--- config.mk ---
export PLATFORM = sky130hd
export DESIGN_NAME = fadd_accum_flat
export DESIGN_NICKNAME = d
export VERILOG_FILES = /design/src/rtl/fadd_accum_if.sv /design/src/rtl/fadd_accum.sv /design/src/flat_wrapper.sv
export SDC_FILE = /design/constraint.sdc
export NUM_CORES = 1
export LEC_CHECK = 0
export ABC_AREA = 1
export CORE_MARGIN = 5
export CORE_UTILIZATION = 36
export CTS_CLUSTER_DIAMETER = 60
export DETAILED_ROUTE_END_ITERATION = 10
export HOLD_SLACK_MARGIN = 0.1
export PLACE_DENSITY = 0.88
export SYNTH_ARGS = -nofsm -noshare
export SYNTH_HDL_FRONTEND = slang
export SYNTH_SLANG_ARGS = --single-unit
--- constraint.sdc ---
create_clock -name clk -period 1.55 [get_ports clk]
set_input_delay 0.31 -clock clk [delete_from_list [all_inputs] [get_ports clk]]
set_output_delay 0.31 -clock clk [all_outputs]
set_load 0.005 [all_outputs]
--- src/rtl/fadd_accum_if.sv ---
// Sample-in / result-out stream bundle for the block accumulator.
// master = producer/consumer side, slave = accumulator side.
interface fadd_accum_if #(
    parameter int CNT_W = 8
);
    logic             in_valid;
    logic             in_ready;
    logic [31:0]      in_data;
    logic [CNT_W-1:0] len;
    logic             out_valid;
    logic             out_ready;
    logic [31:0]      out_data;
    logic             out_ovf;

    modport master (
        output in_valid, in_data, len, out_ready,
        input  in_ready, out_valid, out_data, out_ovf
    );

    modport slave (
        input  in_valid, in_data, len, out_ready,
        output in_ready, out_valid, out_data, out_ovf
    );
endinterface

--- src/rtl/fadd_accum.sv ---
// Block accumulator wrapped around an external 32-bit signed adder: sums len samples per block.
// Optional FADD_ACCUM_SAT_EN: saturate the running sum on signed overflow instead of wrapping.
//
// state | meaning
// IDLE  | waiting for first sample of a block; adder operand a forced to 0
// ACC   | accumulating remaining samples of the block
// DONE  | result presented on out port, held until out_ready
module fadd_accum #(
    parameter int CNT_W = 8
) (
    input  logic         clk,
    input  logic         rst,
    fadd_accum_if.slave  bus,
    output logic [31:0]  add_a,
    output logic [31:0]  add_b,
    input  logic [31:0]  add_sum
);

    typedef enum logic [1:0] {
        S_IDLE = 2'd0,
        S_ACC  = 2'd1,
        S_DONE = 2'd2
    } state_t;

    state_t           state_q, state_d;
    logic [31:0]      acc_q, acc_d;
    logic [CNT_W-1:0] cnt_q, cnt_d;
    logic [CNT_W-1:0] len_q, len_d;
    logic             ovf_q, ovf_d;

    logic             accept;
    logic             ovf;
    logic [CNT_W-1:0] len_eff;
    logic [CNT_W-1:0] cnt_inc;

    assign accept  = bus.in_valid && bus.in_ready;
    assign ovf     = (add_a[31] == add_b[31]) && (add_sum[31] != add_a[31]);
    assign len_eff = (bus.len == '0) ? CNT_W'(1) : bus.len;
    assign cnt_inc = cnt_q + CNT_W'(1);

    always_ff @(posedge clk) begin
        if (rst) begin
            state_q <= S_IDLE;
            acc_q   <= '0;
            cnt_q   <= '0;
            len_q   <= CNT_W'(1);
            ovf_q   <= 1'b0;
        end else begin
            state_q <= state_d;
            acc_q   <= acc_d;
            cnt_q   <= cnt_d;
            len_q   <= len_d;
            ovf_q   <= ovf_d;
        end
    end

    always_comb begin
        state_d = state_q;
        case (state_q)
            S_IDLE: if (accept) state_d = (len_eff == CNT_W'(1)) ? S_DONE : S_ACC;
            S_ACC:  if (accept && (cnt_inc == len_q)) state_d = S_DONE;
            S_DONE: if (bus.out_ready) state_d = S_IDLE;
            default: state_d = S_IDLE;
        endcase
    end

    always_comb begin
        acc_d = acc_q;
        cnt_d = cnt_q;
        len_d = len_q;
        ovf_d = ovf_q;
        if (accept) begin
            if (state_q == S_IDLE) begin
                acc_d = add_sum;
                len_d = len_eff;
                cnt_d = CNT_W'(1);
                ovf_d = 1'b0;
            end else begin
                cnt_d = cnt_inc;
                ovf_d = ovf_q | ovf;
`ifdef FADD_ACCUM_SAT_EN
                // Clamp toward the sign of the running sum before the overflow.
                if (ovf) acc_d = add_a[31] ? 32'h8000_0000 : 32'h7FFF_FFFF;
                else     acc_d = add_sum;
`else
                acc_d = add_sum;
`endif
            end
        end
    end

    always_comb begin
        bus.in_ready  = (state_q != S_DONE);
        bus.out_valid = (state_q == S_DONE);
        bus.out_data  = acc_q;
        bus.out_ovf   = ovf_q;
        add_a         = (state_q == S_IDLE) ? 32'h0 : acc_q;
        add_b         = bus.in_data;
    end

endmodule

--- src/flat_wrapper.sv ---
// flat-port wrapper written by rule: the top's interface ports become plain ports
module fadd_accum_flat 
#(
    parameter int CNT_W = 8
)
  (clk, rst, add_a, add_b, add_sum, bus_in_valid, bus_in_data, bus_len, bus_out_ready, bus_in_ready, bus_out_valid, bus_out_data, bus_out_ovf);
  fadd_accum_if #(.CNT_W(CNT_W)) bus_i ();
  input  logic clk;
  input  logic rst;
  output logic [31:0] add_a;
  output logic [31:0] add_b;
  input  logic [31:0] add_sum;
  input wire logic [$bits(bus_i.in_valid)-1:0] bus_in_valid;
  input wire logic [$bits(bus_i.in_data)-1:0] bus_in_data;
  input wire logic [$bits(bus_i.len)-1:0] bus_len;
  input wire logic [$bits(bus_i.out_ready)-1:0] bus_out_ready;
  output wire logic [$bits(bus_i.in_ready)-1:0] bus_in_ready;
  output wire logic [$bits(bus_i.out_valid)-1:0] bus_out_valid;
  output wire logic [$bits(bus_i.out_data)-1:0] bus_out_data;
  output wire logic [$bits(bus_i.out_ovf)-1:0] bus_out_ovf;
  assign bus_i.in_valid = bus_in_valid;
  assign bus_i.in_data = bus_in_data;
  assign bus_i.len = bus_len;
  assign bus_i.out_ready = bus_out_ready;
  assign bus_in_ready = bus_i.in_ready;
  assign bus_out_valid = bus_i.out_valid;
  assign bus_out_data = bus_i.out_data;
  assign bus_out_ovf = bus_i.out_ovf;
  fadd_accum #(.CNT_W(CNT_W)) u_core (.clk(clk), .rst(rst), .bus(bus_i), .add_a(add_a), .add_b(add_b), .add_sum(add_sum));
endmodule
==> reports/results.txt <==
Final Max Slew Viols -> 0
Slowest-stage cell, CP -> dfxtp_2
IO Pins -> 175
initial antenna violation count -> 0
CP Data Required Time -> 1.76 ns
grt ovf -> 0
clock-pin slew on the worst setup and hold paths -> 0.09 ns
Layout fillers -> 665
setup ws final -> -0.0810 ns
routed wire length -> 8450 um
post-synth cell types -> 24
most frequent CP cell -> nand2_2
crit-path max FO -> 6
Final Hold Vio Count -> 0
GRT Total Usage -> 18.0%
syn nets -> 457
post-route clock period utilization -> 105%
die area -> 9020 um^2
vias in the first global route -> 2871
drt via density -> 4.76
crit path launch type -> flip-flop
port buffer count -> 112
crit-path cells -> buf_6 > nand2_4 > nor2_4 > nand4_1 > nand2_1 > nand2_1 > nand2_2 > nand3_2 > nand2_2 > nand3_2 > nand2_2 > inv_2
worst skew pair latency -> 0.30 ns
total power -> 3.44 mW
pwr dens -> 817 nW/um^2
CP max stage delay -> 0.37 ns
Site Rows -> 31
Synth Area per Inst -> 6.84 um^2
failing checks -> setup timing
Core Util, Final -> 59.1%
root cell of the clock tree -> clkbuf_8
drt drc -> 0
initial core utilization -> 36.4%
clock skew -> 0.00696 ns
GPL Wtd Cong -> 0.892
Yosys reg bits -> 51
area of the mapped netlist -> 2600 um^2
Layout area overhead -> 62.3%
status -> finished, violations left
DR vias -> 2826
P_leak -> 1.84 nW
Core Area -> 7140 um^2
Final Critical Period -> 1.63 ns
pre-CTS WS -> -0.164 ns
number of diodes -> 0
First-pass DRT Iterations -> 4
largest net degree at the start of global routing -> 49
H-tree depth -> 2
share of cells above drive strength 1 -> 30.3%
setup TNS -> -0.820 ns
Final setup viols -> 24
Ys Warns -> 0
CTS Buffer Depth -> 2
worst setup path class -> flip-flop to flip-flop
Max Clock Freq -> 613 MHz
CTS sink count -> 51
sequential fraction of the synthesis area -> 39.3%
global-route wire length before repair -> 12700 um
Max-Slew Margin vs Limit -> 83.7%
RSZ-0062 raised after global routing -> true
Max rail drop VDD -> 0.556 mV
CTS tree -> yes
die width -> 95.0 um
Final HPWL DP -> 5850 um
Routed Antenna Nets -> 0
Worst EP arrival -> 1.84 ns
Nets -> 571
DIE HEIGHT -> 95.0 um
routed len/inst -> 14.2 um
Mapped Cells -> 380
Hold Path Class -> flip-flop to flip-flop
endpoint type of the worst setup path -> flip-flop
1st-iter DRT viols -> 98
Worst Tran Pin Value -> 0.244 ns
TritonCTS Buffers -> 5
MaxCap Viol Count -> 0
[Yosys cell counts]
cell / number / share of area, %
buf_4: 32 / 9.2
nand2_2: 6 / 1.4
nand2_1: 46 / 6.6
o21ai_0: 31 / 6.0
nor2_1: 40 / 5.8
a41o_1: 1 / 0.39
o21ai_2: 1 / 0.34
o21ai_1: 4 / 0.77
xnor2_1: 1 / 0.34
buf_2: 3 / 0.58
ha_1: 1 / 0.48
inv_2: 2 / 0.29
nor2_2: 3 / 0.72
dfxtp_1: 51 / 39
nor2_4: 1 / 0.43
nand3_1: 20 / 3.9
nand3_2: 1 / 0.39
clkbuf_1: 11 / 1.6
o22ai_1: 8 / 1.9
a21oi_2: 1 / 0.34
inv_1: 69 / 10
a21oi_1: 43 / 8.3
nand4_1: 3 / 0.72
or2_1: 1 / 0.24
[cell usage in the layout, fill, tap and decap left out, types with 3 or more instances in the layout]
master / Yosys / final
buf_4: 32 / 27
o21ai_0: 31 / 30
nand2_4: 0 / 3
inv_2: 2 / 5
clkbuf_2: 0 / 8
dfxtp_1: 51 / 44
dfxtp_2: 0 / 5
inv_1: 69 / 65
nand3_2: 1 / 7
nand2_1: 46 / 39
o21ai_1: 4 / 5
nand3_1: 20 / 14
a21oi_1: 43 / 43
nor2_4: 1 / 15
o22ai_1: 8 / 8
buf_6: 0 / 12
nor2_2: 3 / 16
clkdlybuf4s50_1: 0 / 76
nand4_1: 3 / 3
clkbuf_8: 0 / 7
buf_12: 0 / 5
nor2_1: 40 / 13
buf_2: 3 / 18
nand2_2: 6 / 10
[per-stage QoR]
stage / cells / hold WS (ns) / instance area (um^2)
after global placement: 568 / 0.434 / 3760
after floorplan: 380 / 0.447 / 2600
after CTS: 587 / 0.457 / 3940
after detailed placement: 568 / 0.445 / 3760
final: 594 / 0.453 / 4220
after global routing: 594 / 0.491 / 4220
[power breakdown]
part           internal, mW  switching (mW)  total [mW]  leakage (nW)
registers              1.41          0.0561        1.46         0.425
clock network         0.407           0.455       0.862        0.0505
logic                 0.613           0.505        1.12          1.37
total                  2.43            1.02        3.44          1.84
[sequential cells by signal (all words and copies together) (netlist names)]
| name | count |
|---|---|
| u_core.state_q | 2 |
| u_core.bus.out_data | 32 |
| u_core.bus.out_ovf | 1 |
| u_core.len_q | 8 |
| u_core.cnt_q | 8 |
[critical path, delay by kind of cell (launching register included)]
kind / cells / cell delay, ns
buf+inv: 2 / 0.15
flops: 1 / 0.37
simple gates: 10 / 1.03
[area by class of cell]
class	instances	area, um^2	area share, %
timing repair buffer	153	1460	34.6
multi-input combinational	212	1230	29.1
inverter	71	269	6.38
clock inverter	1	7.51	0.178
tap	99	124	2.94
sequential	51	1030	24.5
clock buffer	7	96.3	2.28
[cell families (layout without fill, tap and decap cells)]
kind of cell               after synthesis  count (layout)  synth area share (%)
adders and majority gates                1               1                 0.481
DFF                                     51              51                  39.3
and+or+nand+nor                        121             121                  20.2
buffers and inverters                  117             232                  21.7
xor gates and xnor gates                 1               1                 0.337
AOI/OAI and AO/OA                       89              89                  18.0
[what timing repair did]
item / CTS / global route
resized for setup: 140 / 80
endpoints found under the setup margin: 37 / 38
cloned: 1 / 2
endpoints found under the hold margin: 0 / 0
setup buffers: 10 / 5
pin swaps: 9 / 17
hold buffers: 0 / 0
[final timing paths]
path	from	end	slack [ns]	cells past startpoint
worst max-delay path	u_core.cnt_q[1]	u_core.state_q[0]	-0.08	12
worst min-delay path	u_core.bus.out_ovf	u_core.bus.out_ovf	0.45	2
worst max register to register	u_core.cnt_q[1]	u_core.state_q[0]	-0.08	12
worst min register to register	u_core.bus.out_ovf	u_core.bus.out_ovf	0.45	2
[per-layer routing]
metal / part of all wire, % / GRT usage, % / vias up / routed length (um)
li1: - / - / 1388 / -
met1: 37 / 17.4 / 1317 / 3100
met2: 53 / 33.6 / 102 / 4510
met3: 7.6 / 7.97 / 19 / 643
met4: 2.4 / 6.25 / 0 / 201
met5: 0 / 0 / - / 0
No activity file was read; power rests on OpenSTA's default activity.
